File: src/rtl/c17_bist_pkg.sv
// Shared definitions for the c17 BIST wrapper: FSM state set, default polynomial/seed,
// and the Galois step used by both the response MISR and the pattern LFSR.
package c17_bist_pkg;

    typedef enum logic [1:0] {
        IDLE  = 2'd0,
        PRIME = 2'd1,
        RUN   = 2'd2,
        DONE  = 2'd3
    } state_e;

    localparam int unsigned SIG_MAX  = 64;
    localparam logic [15:0] DEF_POLY = 16'h1021;
    localparam logic [15:0] DEF_SEED = 16'h0000;

    // One Galois shift of a w-bit register with parallel input r folded in.
    // With r=0 this is the plain LFSR step used by the pattern generator.
    function automatic logic [SIG_MAX-1:0] misr(
        input logic [SIG_MAX-1:0] s,
        input logic [SIG_MAX-1:0] r,
        input logic [SIG_MAX-1:0] poly,
        input int unsigned        w
    );
        logic [SIG_MAX-1:0] mask;
        logic [SIG_MAX-1:0] fb;
        mask = (w >= SIG_MAX) ? '1 : ((SIG_MAX'(1) << w) - SIG_MAX'(1));
        fb   = s[w-1] ? poly : '0;
        misr = ((s << 1) ^ fb ^ r) & mask;
    endfunction

endpackage

File: src/rtl/c17_response_misr_if.sv
// Control, response and status bundle between the c17 wrapper and the response compactor.
interface c17_response_misr_if #(
    parameter int RESP_W = 2,
    parameter int SIG_W  = 16
);
    logic              en;
    logic              start;
    logic [RESP_W-1:0] resp_in;
    logic [SIG_W-1:0]  golden_sig;
    logic [SIG_W-1:0]  sig_out;
    logic [15:0]       cycle_cnt;
    logic              busy;
    logic              done;
    logic              error;

    modport master (
        output en, start, resp_in, golden_sig,
        input  sig_out, cycle_cnt, busy, done, error
    );

    modport slave (
        input  en, start, resp_in, golden_sig,
        output sig_out, cycle_cnt, busy, done, error
    );
endinterface

File: src/rtl/c17_response_misr_core.sv
// Signature register: load has priority over shift; one absorb per shift cycle.
module misr_core
    import c17_bist_pkg::*;
#(
    parameter int              SIG_W  = 16,
    parameter int              RESP_W = 2,
    parameter logic [SIG_W-1:0] POLY  = DEF_POLY,
    parameter logic [SIG_W-1:0] SEED  = DEF_SEED
) (
    input  logic              clk,
    input  logic              rst_n,
    input  logic              load,
    input  logic [SIG_W-1:0]  seed,
    input  logic              shift,
    input  logic [RESP_W-1:0] din,
    output logic [SIG_W-1:0]  sig
);

    logic [SIG_W-1:0] sig_next;

    assign sig_next = SIG_W'(misr(SIG_MAX'(sig), SIG_MAX'(din), SIG_MAX'(POLY), SIG_W));

    always_ff @(posedge clk or negedge rst_n) begin
        if (!rst_n) begin
            sig <= SEED;
        end else if (load) begin
            sig <= seed;
        end else if (shift) begin
            sig <= sig_next;
        end
    end

endmodule

File: src/rtl/c17_response_misr.sv
// Response compactor: drops SKIP fill cycles, folds WINDOW responses into a MISR, then
// compares against golden_sig. All outputs are registered or decoded from registered state.
module c17_response_misr
    import c17_bist_pkg::*;
#(
    parameter int               RESP_W = 2,
    parameter int               SIG_W  = 16,
    parameter logic [SIG_W-1:0] POLY   = DEF_POLY,
    parameter logic [SIG_W-1:0] SEED   = DEF_SEED,
    parameter int               SKIP   = 2,
    parameter int               WINDOW = 8192
) (
    input  logic                clk,
    input  logic                rst_n,
    c17_response_misr_if.slave  bus
);

    localparam logic [1:0]  S_IDLE    = IDLE;
    localparam logic [1:0]  S_PRIME   = PRIME;
    localparam logic [1:0]  S_RUN     = RUN;
    localparam logic [1:0]  S_DONE    = DONE;
    localparam logic [15:0] SKIP_LAST = 16'(SKIP - 1);
    localparam logic [15:0] WIN_LAST  = 16'(WINDOW - 1);

    if (SIG_W <= RESP_W || SIG_W > SIG_MAX || WINDOW < 1 || WINDOW > 65536 ||
        SKIP < 0 || SKIP > 65536) begin : g_param_check
        $error("c17_response_misr: illegal parameter combination");
    end

    logic [1:0]       state;
    logic [15:0]      cnt;
    logic             err_q;
    logic             accept_start;
    logic             absorb;
    logic [SIG_W-1:0] sig;
    logic [SIG_W-1:0] sig_next;

    assign accept_start = bus.en && bus.start && (state == S_IDLE || state == S_DONE);
    assign absorb       = bus.en && (state == S_RUN);

    // Same absorb the core performs this cycle, so the final compare includes it.
    assign sig_next = SIG_W'(misr(SIG_MAX'(sig), SIG_MAX'(bus.resp_in), SIG_MAX'(POLY), SIG_W));

    misr_core #(
        .SIG_W  (SIG_W),
        .RESP_W (RESP_W),
        .POLY   (POLY),
        .SEED   (SEED)
    ) u_misr (
        .clk   (clk),
        .rst_n (rst_n),
        .load  (accept_start),
        .seed  (SEED),
        .shift (absorb),
        .din   (bus.resp_in),
        .sig   (sig)
    );

    always_ff @(posedge clk or negedge rst_n) begin
        if (!rst_n) begin
            state <= S_IDLE;
            cnt   <= 16'd0;
            err_q <= 1'b0;
        end else if (bus.en) begin
            case (state)
                S_IDLE, S_DONE: begin
                    if (bus.start) begin
                        cnt   <= 16'd0;
                        err_q <= 1'b0;
                        state <= (SKIP == 0) ? S_RUN : S_PRIME;
                    end
                end
                S_PRIME: begin
                    if (cnt == SKIP_LAST) begin
                        cnt   <= 16'd0;
                        state <= S_RUN;
                    end else begin
                        cnt <= cnt + 16'd1;
                    end
                end
                S_RUN: begin
                    // cnt parks at WINDOW-1 in DONE rather than wrapping.
                    if (cnt == WIN_LAST) begin
                        err_q <= (sig_next != bus.golden_sig);
                        state <= S_DONE;
                    end else begin
                        cnt <= cnt + 16'd1;
                    end
                end
                default: state <= S_IDLE;
            endcase
        end
    end

    assign bus.sig_out   = sig;
    assign bus.cycle_cnt = cnt;
    assign bus.busy      = (state == S_PRIME) || (state == S_RUN);
    assign bus.done      = (state == S_DONE);
    assign bus.error     = err_q;

endmodule

File: src/flat_wrapper.sv
// flat-port wrapper written by rule: the top's interface ports become plain ports
module c17_response_misr_flat import c17_bist_pkg::*;
#(
    parameter int               RESP_W = 2,
    parameter int               SIG_W  = 16,
    parameter logic [SIG_W-1:0] POLY   = DEF_POLY,
    parameter logic [SIG_W-1:0] SEED   = DEF_SEED,
    parameter int               SKIP   = 2,
    parameter int               WINDOW = 8192
)
  (clk, rst_n, bus_en, bus_start, bus_resp_in, bus_golden_sig, bus_sig_out, bus_cycle_cnt, bus_busy, bus_done, bus_error);
  c17_response_misr_if #(.RESP_W(RESP_W), .SIG_W(SIG_W)) bus_i ();
  input  logic clk;
  input  logic rst_n;
  input wire logic [$bits(bus_i.en)-1:0] bus_en;
  input wire logic [$bits(bus_i.start)-1:0] bus_start;
  input wire logic [$bits(bus_i.resp_in)-1:0] bus_resp_in;
  input wire logic [$bits(bus_i.golden_sig)-1:0] bus_golden_sig;
  output wire logic [$bits(bus_i.sig_out)-1:0] bus_sig_out;
  output wire logic [$bits(bus_i.cycle_cnt)-1:0] bus_cycle_cnt;
  output wire logic [$bits(bus_i.busy)-1:0] bus_busy;
  output wire logic [$bits(bus_i.done)-1:0] bus_done;
  output wire logic [$bits(bus_i.error)-1:0] bus_error;
  assign bus_i.en = bus_en;
  assign bus_i.start = bus_start;
  assign bus_i.resp_in = bus_resp_in;
  assign bus_i.golden_sig = bus_golden_sig;
  assign bus_sig_out = bus_i.sig_out;
  assign bus_cycle_cnt = bus_i.cycle_cnt;
  assign bus_busy = bus_i.busy;
  assign bus_done = bus_i.done;
  assign bus_error = bus_i.error;
  c17_response_misr #(.RESP_W(RESP_W), .SIG_W(SIG_W), .POLY(POLY), .SEED(SEED), .SKIP(SKIP), .WINDOW(WINDOW)) u_core (.clk(clk), .rst_n(rst_n), .bus(bus_i));
endmodule
File: config.mk
export PLATFORM = sky130hd
export DESIGN_NAME = c17_response_misr_flat
export DESIGN_NICKNAME = d
export VERILOG_FILES = /design/src/rtl/c17_bist_pkg.sv /design/src/rtl/c17_response_misr_if.sv /design/src/rtl/c17_response_misr_core.sv /design/src/rtl/c17_response_misr.sv /design/src/flat_wrapper.sv
export SDC_FILE = /design/constraint.sdc
export NUM_CORES = 1
export LEC_CHECK = 0
export BUFFER_PORTS_ARGS = -buffer_cell sky130_fd_sc_hd__clkbuf_2
export CAP_MARGIN = 5
export CORE_UTILIZATION = 47
export CTS_CLUSTER_SIZE = 12
export DETAILED_ROUTE_END_ITERATION = 8
export HOLD_SLACK_MARGIN = 0.02
export PLACE_DENSITY_LB_ADDON = 0.12
export SETUP_SLACK_MARGIN = 0.3
export SYNTH_ARGS = -nofsm -noshare
export SYNTH_HDL_FRONTEND = slang
export SYNTH_SLANG_ARGS = --single-unit
File: constraint.sdc
create_clock -name clk -period 2.3 [get_ports clk]
set_clock_uncertainty 0.1 [all_clocks]
set_input_delay 0.46 -clock clk [delete_from_list [all_inputs] [get_ports clk]]
set_output_delay 0.46 -clock clk [all_outputs]
set_load 0.005 [all_outputs]
# --- Yosys cells after proc, flatten, opt, wreduce, memory -nomap -nowiden ---
# Cells that the tools add are included.
classes:
  addsub: 1
  eq_ne: 10
  n_mux: 14
  n_bitwise: 2
  reduce_logical: 12
ops:
  columns: ["cell", "count"]
  rows:
  - ["16-bit two-way mux", 5]
  - ["16-bit one-hot mux with 3 select lines", 1]
  - ["16-bit by 1-bit adder with 16-bit output (second input constant)", 1]
  - ["16-bit by 1-bit == test with 1-bit output (second input constant)", 1]
  - ["16-bit by 13-bit == test with 1-bit output (second input constant)", 1]
  - ["16-bit inequality test", 1]
  - ["16-bit by 13-bit XOR with 16-bit output", 1]
  - ["16-bit by 2-bit XOR with 16-bit output", 1]
  - ["13-bit two-way mux", 1]
  - ["4-bit AND reduction", 2]
  - ["2-bit two-way mux", 3]
  - ["2-bit one-hot mux with 3 select lines", 1]
  - ["2-bit == test (second input constant)", 2]
  - ["2-bit by 1-bit inequality test with 1-bit output (second input constant)", 2]
  - ["2-bit inequality test (second input constant)", 2]
  - ["2-bit nonzero test", 2]
  - ["1-bit logical AND", 3]
  - ["3-bit AND reduction", 1]
  - ["2-bit by 1-bit == test with 1-bit output (second input constant)", 1]
  - ["2-bit zero test", 1]
  - ["1-bit logical OR", 2]
  - ["1-bit two-way mux", 2]
  - ["1-bit one-hot mux with 2 select lines", 1]
  - ["2-bit OR reduction", 1]
word_totals:
  ff_bits: 35
  output_inout_bits: 35
  word_cells: 43

# --- Longest topological paths before layout ---
# Gate-level depths: netlist of run 1.
depth:
  depth_word: 6
  depth_mapped: 9

# --- Cells and area by module ---
# Synthesis of run 1 repeated with hierarchy kept, for this count alone.
hier_totals:
  cells_unflattened: 230
  hier_area_um2: 2224.6
modules_own_cells:
  columns: ["module", "instances", "cells_each", "area_each_um2", "seq_area_each_um2"]
  rows:
  - ["c17_response_misr", 1, 156, 1428.9, 475.5]
  - ["misr_core", 1, 74, 795.8, 400.4]

# --- Least setup slack after synthesis of run 1 ---
# OpenSTA, ideal clock, no wires.
synth_path:
  path_kind: "register to register"
  startpoint: "reg u_core.state[0]"
  endpoint: "reg u_core.cnt[11] (netlist: u_core.bus.cycle_cnt[11])"
  setup_ns: 0.137
  t_arrival_ns: 2.055
  setup_slack_ns: 0.007
  stages_incl_launch_ff: 10
  n_path_buf: 2
  path_cell_list: "dfrtp_1 -> inv_1 -> ha_1 -> or4b_1 -> nor4_2 -> nor2b_1 -> clkbuf_1 -> clkbuf_1 -> a31oi_1 -> a31oi_1"
synth_between:
  elab_chain_cells: 4
  elab_cells_between_ends: 9
  cone_classes: "5 x eq/ne; 1 x mux; 3 x reduce/logical"
synth_rtl:
  columns: ["item", "line", "text"]
  rows:
  - ["start, declared", "c17_response_misr.sv:30", "logic [1:0] state;"]
  - ["start signal, assigned", "c17_response_misr.sv:70", "state <= (SKIP == 0) ? S_RUN : S_PRIME;"]
  - ["2-bit == test / 2-bit zero test (equally long branches)", "c17_response_misr.sv:65", "case (state)"]
  - ["2-bit OR reduction", "c17_response_misr.sv:65", null]
  - ["2-bit inequality test (no source line)", null, null]
  - ["3-bit AND reduction (no source line)", null, null]
  - ["end signal, assigned", "c17_response_misr.sv:78", "cnt <= cnt + 16'd1;"]
  - ["end signal, assigned", "c17_response_misr.sv:87", "cnt <= cnt + 16'd1;"]
  - ["end, declared", "c17_response_misr.sv:31", "logic [15:0] cnt;"]
# Parallel ways exist; a longest one is shown, timed or not.
# A chain may end at the register's enable or synchronous reset.

# --- Worst setup path in the final report of run 1 ---
layout_path:
  startpoint: "reg u_core.cnt[1] (netlist: u_core.bus.cycle_cnt[1])"
  endpoint: "reg u_core.cnt[15] (netlist: u_core.bus.cycle_cnt[15])"
layout_between:
  elab_chain_cells: 3
  elab_cells_between_ends: 8
  cone_classes: "1 x add/sub; 3 x eq/ne; 3 x mux; 1 x reduce/logical"
layout_rtl:
  columns: ["item", "line", "text"]
  rows:
  - ["16-bit by 1-bit adder with 16-bit output, or another cell as far along", "c17_response_misr.sv:78, c17_response_misr.sv:87", null]
  - ["16-bit two-way mux, or another cell as far along", "c17_response_misr.sv:83", "if (cnt == WIN_LAST) begin"]
  - ["16-bit one-hot mux with 3 select lines / 3-bit AND reduction (equally long branches)", null, null]
# Parallel ways exist; a longest one is shown, timed or not. The select of a mux whose other input is x is not followed.

==> flow_summary.ini, run 1 <==
[status]
status = finished, final reports clean

[logic_synthesis]
synthCells = 226
yosysTopAreaCell = dfrtp_1
synth-seq-area-share_pct = 42.7
syn_avg_cell_area_sq_um = 9.08
synth_nets = 254
syn_area_sq_um = 2050
synth_top_area_share_pct = 42.7
ys_types = 41
synth_seq_cells = 35
synth_edf_count = 0
ys.flop_type = dfrtp_1
ys_warn_count = 0
async_flop_share_pct = 100
synth_area_leaders = dfrtp_1 (43%), xnor2_1 (7.7%), nand2_1 (6.2%)

[timing]
rsz0062_at_grt = true
slew_headroom_pct = 59.0
max_freq_mhz = 444
period_share_pct = 98.0
finalSetupViolCount = 0
hold_viol_final = 0
worstMarginPinSlew_ns = 0.615
setup_ws_ns = 0.0456
min_period_ns = 2.25
final-max-slew-violation-count = 0

[clocking]
cts_buffers = 5
cts_tree = done
postCtsHoldBufs = 0
insertion_delay_ns = 0.29
cts.clk_slew.worst_paths_ns = 0.07
cts_root_buf = clkbuf_8
cts_sinks = 35
clock_path_buffers = 2
cts.htree.levels = 2

[global_route]
grt_usage_pct = 26.8
grt_pass1_wl_microns = 8960
antenna_found_initial = 0
grt_max_degree = 24
grt-ovfl-total = 0
grt_pass1_vias = 1812

[routing]
avgRoutedWirePerCell_microns = 16.3
ant_nets = 0
vias_per_cell = 5.61
firstDrtPassIters = 4
route.detailed.drc = 0
drtIter0Drc = 238
wl_microns = 6110
dr_total_vias = 2108

[floorplan]
die_h_microns = 68.1
die-width_microns = 68.1
rows = 23
fp.dieArea_sq_um = 4630
placeableCoreArea_sq_um = 4090
io_pins = 57
start_util_pct = 50.2

[critical_path]
r2r_setup_slack_ns = 0.05
cp-startpoint = u_core.bus.cycle_cnt[1]
critical_path.startpoint_type = flop
cp-end-kind = flop
cp_num_buf_inv = 2
rr_worst_depth = 8
r2r_start = u_core.bus.cycle_cnt[1]
critical_path.top_delay_family = simple AND/OR/NAND/NOR gates
criticalPathCategory = flop to flop
worstPathCellList = inv_1, ha_2, or4b_4, o41ai_4, buf_4, a21oi_4, and3_1, a221o_1
worstPathArrival_ns = 2.33
critPathMaxFanout = 5
max_stage_delay_ns = 0.48
cp_slowest_cell = or4b_4
r2r_end = u_core.bus.cycle_cnt[15]
cp.required_ns = 2.38

[power]
pwr_density_cell_nw_per_um2 = 989
peakVddDrop_mv = 0.658
power_leakage_nw = 1.43

[place]
place.gp.congestion = 0.874
dp_hpwl_microns = 4010
place_worst_setup_slack_ns = -0.172
portBuffers = 56
placed_cells = 352

[worst_hold_path]
hold_path_class = input pin to async pin

[layout]
drive_gt1_share_pct = 44.2
antenna_cells = 0
stdcell_count = 376
area_growth_pct = 49.3
fin_util_pct = 75.0
final_nets = 353
fill_cells = 293

[job]
maxCapViolCount = 0
layer usage:
metal  global-route usage, %  vias up  routed length, microns
li1                        -     1004                       -
met1                    37.7     1019                    2710
met2                    41.2       77                    2940
met3                    5.50        8                     381
met4                    7.81        0                      81
met5                       0        -                       0
metrics by stage:
step	setup TNS [ns]	hold slack (ns)	cell area [sq um]	power, mW
floorplan	0	0.0644	2100	1.54
global placement	-0.266	0.374	2600	1.95
detailed placement	-0.776	0.380	2600	1.96
CTS	0	0.0747	2910	2.81
global route	-0.0396	0.106	3060	3.20
finish	0	0.0588	3060	3.03
state kept, by name (all words and copies together) (netlist names):
register	flops
u_core.bus.cycle_cnt	16
u_core.u_misr.sig	16
u_core.bus.error	1
u_core.state	2
power breakdown:
part           total (mW)  switching [mW]  internal [mW]
logic                1.61           0.793          0.816
registers           0.843           0.121          0.722
clock network       0.578           0.227          0.351
synth_stat cells, types with 2 or more instances:
| library cell | n |
|---|---|
| o211ai_1 | 2 |
| nor2_1 | 14 |
| and3_1 | 4 |
| nor2b_1 | 4 |
| o2bb2ai_1 | 2 |
| xor2_1 | 2 |
| a41oi_1 | 3 |
| mux2i_1 | 2 |
| and2_1 | 2 |
| nand3_1 | 9 |
| nand2_1 | 34 |
| buf_2 | 2 |
| or3_1 | 3 |
| clkbuf_1 | 8 |
| a21oi_1 | 15 |
| xnor2_1 | 18 |
| ha_1 | 6 |
| nor3_1 | 5 |
| o31ai_1 | 2 |
| o21ai_0 | 5 |
| inv_1 | 9 |
| nand4_1 | 6 |
| a21o_1 | 2 |
| or4_1 | 2 |
| dfrtp_1 | 35 |
| a31oi_1 | 10 |
| a22o_1 | 3 |
| a211oi_1 | 4 |
worst reg2reg max path: stages, from the launching register on:
cell	delay (ns)
dfrtp_1	0.39
inv_1	0.07
ha_2	0.17
or4b_4	0.48
o41ai_4	0.25
buf_4	0.19
a21oi_4	0.08
and3_1	0.17
a221o_1	0.25
cells in the final DEF, fill, tap and decap left out, types with 4 or more instances in the layout:
cell       n
clkbuf_2  56
buf_4     38
a31oi_1    9
nor2_1    14
a21oi_1   12
nand3_1    8
nand2_1   34
dfrtp_1   33
xnor2_1   18
and3_1     4
clkbuf_8   6
nand4_1    6
nor3_1     5
inv_1      8
a211oi_1   4
buf_6      7
layout make-up:
type                            instances  area, sq um  area share [%]
Sequential cell                        35          878            28.7
Multi-Input combinational cell        172         1310            42.6
Clock inverter                          2         35.0            1.14
Tap cell                               50         62.6            2.04
Clock buffer                            6         82.6            2.70
Inverter                                9         33.8            1.10
Timing Repair Buffer                  102          664            21.7
cell families after synthesis:
logic type,after synthesis,share of synthesized area (%)
adder cells (fa/ha/maj),6,3.66
buffers and inverters,19,3.60
flip-flops,35,42.7
AND/OR/NAND/NOR,89,21.5
XOR/XNOR,20,8.54
multiplexers,3,1.52
AO/OA/AOI/OAI,54,18.5
how the worst max path moves through the flow:
stage / end / cells past startpoint / slack [ns]
after floorplan: u_core.bus.cycle_cnt[15] / 8 / 0.12
after global placement: u_core.bus.cycle_cnt[2] / 7 / -0.09
after detailed placement: u_core.bus.cycle_cnt[2] / 7 / -0.17
after CTS: u_core.bus.cycle_cnt[15] / 6 / 0.10
after global routing: u_core.bus.cycle_cnt[15] / 8 / -0.04
final: u_core.bus.cycle_cnt[15] / 8 / 0.05
what timing repair did:
action	in CTS	in global routing
buffers inserted	10	6
setup endpoints to repair	18	19
pin swaps	11	12
gates resized for setup	21	21
No activity file was read; power rests on OpenSTA's default activity.
==> run 2: changes to the inputs <==
--- a/config.mk
+++ b/config.mk
@@ -5,9 +5,10 @@
 export SDC_FILE = /design/constraint.sdc
 export NUM_CORES = 1
 export LEC_CHECK = 0
+export ABC_AREA = 1
 export BUFFER_PORTS_ARGS = -buffer_cell sky130_fd_sc_hd__clkbuf_2
 export CAP_MARGIN = 5
-export CORE_UTILIZATION = 47
+export CORE_UTILIZATION = 48
 export CTS_CLUSTER_SIZE = 12
 export DETAILED_ROUTE_END_ITERATION = 8
 export HOLD_SLACK_MARGIN = 0.02
==> run 2 against run 1 <==
Net effect:
- cell count increased by 22%
- clock power decreased by 2%
- sequential power increased by 11%
- die area increased by 11%
- non-clock buffer count decreased by 38
- register-to-register slack improved by 0.37 ns
- via count increased by 9.0%
- critical endpoint is now bus_busy
==> flow_summary.ini, run 2 <==
[status]
status = finished, final reports clean

[logic_synthesis]
syn_area_sq_um = 2330
synth_edf_count = 0
ys_types = 29
syn_avg_cell_area_sq_um = 6.80
synth_top_area_share_pct = 37.6
synth-seq-area-share_pct = 37.6
synth_seq_cells = 35
async_flop_share_pct = 100
synth_area_leaders = dfrtp_1 (38%), nand2_1 (18%), nand3_1 (7.3%)
synth_most_common_cell = nand2_1
synthCells = 342
synth_nets = 370
ys_warn_count = 0
yosysTopAreaCell = dfrtp_1
netlist_top_cells_count = nand2_1 (114), inv_1 (44), dfrtp_1 (35)
ys.flop_type = dfrtp_1

[routing]
ant_nets = 0
drtIter0Drc = 115
firstDrtPassIters = 4
avgRoutedWirePerCell_microns = 11.8
wl_microns = 5380
dr_total_vias = 2298
route.detailed.drc = 0
vias_per_cell = 5.02

[global_route]
antenna_found_initial = 0
grt_pass1_vias = 2180
grt_max_degree = 22
grt-ovfl-total = 0
grt_usage_pct = 22.8
grt_pass1_wl_microns = 9240

[timing]
period_share_pct = 83.3
min_period_ns = 1.92
setup_ws_ns = 0.383
max_freq_mhz = 522
finalSetupViolCount = 0
final-max-slew-violation-count = 0
rsz0062_at_grt = false
slew_headroom_pct = 65.3
fin_setup_tns_ns = 0
hold_viol_final = 0
worstMarginPinSlew_ns = 0.519

[layout]
layout_common_cells = nand2_1 (114), clkbuf_2 (56), inv_1 (44), nor2_1 (34), nand3_1 (34)
area_growth_pct = 20.2
stdcell_count = 458
drive_gt1_share_pct = 20.7
design_area_sq_um = 2800
antenna_cells = 0
final_nets = 433
fin_util_pct = 62.1
layout.cells.most_common = nand2_1

[place]
dp_hpwl_microns = 4010
dpl_cell_area_sq_um = 2660
place.gp.congestion = 0.841
portBuffers = 56
place_worst_setup_slack_ns = 0.322
placed_cells = 448

[power]
pwr_density_cell_nw_per_um2 = 943
peakVddDrop_mv = 0.712
power_leakage_nw = 1.59

[clocking]
cts.htree.levels = 2
clock_path_buffers = 2
cts_tree = done
cts_buffers = 5
cts_sinks = 35
cts_root_buf = clkbuf_8
cts.clk_slew.worst_paths_ns = 0.08
insertion_delay_ns = 0.30

[floorplan]
rows = 24
fp.dieArea_sq_um = 5130
die-width_microns = 71.6
start_util_pct = 51.7
die_h_microns = 71.6
placeableCoreArea_sq_um = 4500
io_pins = 57

[critical_path]
worstPathArrival_ns = 1.36
critPathMaxFanout = 8
criticalPathCategory = flop to output pin
cp-startpoint = u_core.state[0]
cp-end-kind = output pin
cp.required_ns = 1.74
critical_path.startpoint_type = flop
r2r_start = u_core.bus.cycle_cnt[1]

[worst_hold_path]
hold_path_class = input pin to async pin

[job]
maxCapViolCount = 0
[run 2: routing by layer]
metal | vias up | track usage, % | wire, microns
met4 | 0 | 6.97 | 73
met5 | - | 0 | 0
met3 | 8 | 5.63 | 268
met2 | 57 | 39.8 | 2600
met1 | 1042 | 27.7 | 2440
li1 | 1191 | - | -
[run 2: cells by family after synthesis]
logic type,synth area share [%]
AO/OA/AOI/OAI,8.93
buffers and inverters,10.2
XOR/XNOR,4.52
AND/OR/NAND/NOR,35.5
adder cells (fa/ha/maj),3.23
flip-flops,37.6
[run 2: timing repair]
item / CTS / global route
hold buffers: 1 / 0
resized for setup: 1 / 3
endpoints found under the setup margin: 1 / 19
setup buffers: 0 / 1
hold endpoints to repair: 1 / 0
[run 2: where the power goes]
| group | total, mW | internal, mW | switching [mW] | leakage [nW] |
|---|---|---|---|---|
| clock network | 0.565 | 0.323 | 0.242 | 0.0581 |
| registers | 0.938 | 0.771 | 0.167 | 0.462 |
| logic | 1.14 | 0.441 | 0.697 | 1.07 |
[run 2: path summary, 6_finish.rpt]
path | cells past startpoint | slack [ns] | endpoint
worst max-delay path | 4 | 0.38 | bus_busy
worst min-delay path | 2 | 0.38 | u_core.u_misr.sig[10]
worst max register to register | 10 | 0.42 | u_core.bus.cycle_cnt[12]
worst min register to register | 2 | 0.38 | u_core.bus.error
max in group asynchronous | 3 | 1.29 | u_core.bus.cycle_cnt[1]
min in group clk | 2 | 0.38 | u_core.bus.error
[run 2: cell type report]
cell class                 instances  area, sq um
fill                             440         1710
multi-input combinational        252         1210
sequential                        35          878
timing repair buffer              64          343
inverter                          47          184
clock buffer                       5         68.8
tap                               52         65.1
clock inverter                     3         43.8
[run 2: per-stage QoR]
step | hold WS [ns] | total power [mW]
6_report | 0.377 | 2.64
5_1_grt | 0.387 | 2.88
4_1_cts | 0.371 | 2.63
3_5_place_dp | 0.154 | 2.05
3_3_place_gp | 0.149 | 2.02
2_1_floorplan | 0.0644 | 1.67
[run 2: critical path, cell delays in order, from the launching register on]
cell and delay (ns):
dfrtp_1 0.39, inv_1 0.06, ha_1 0.37, inv_4 0.13, clkbuf_2 0.12
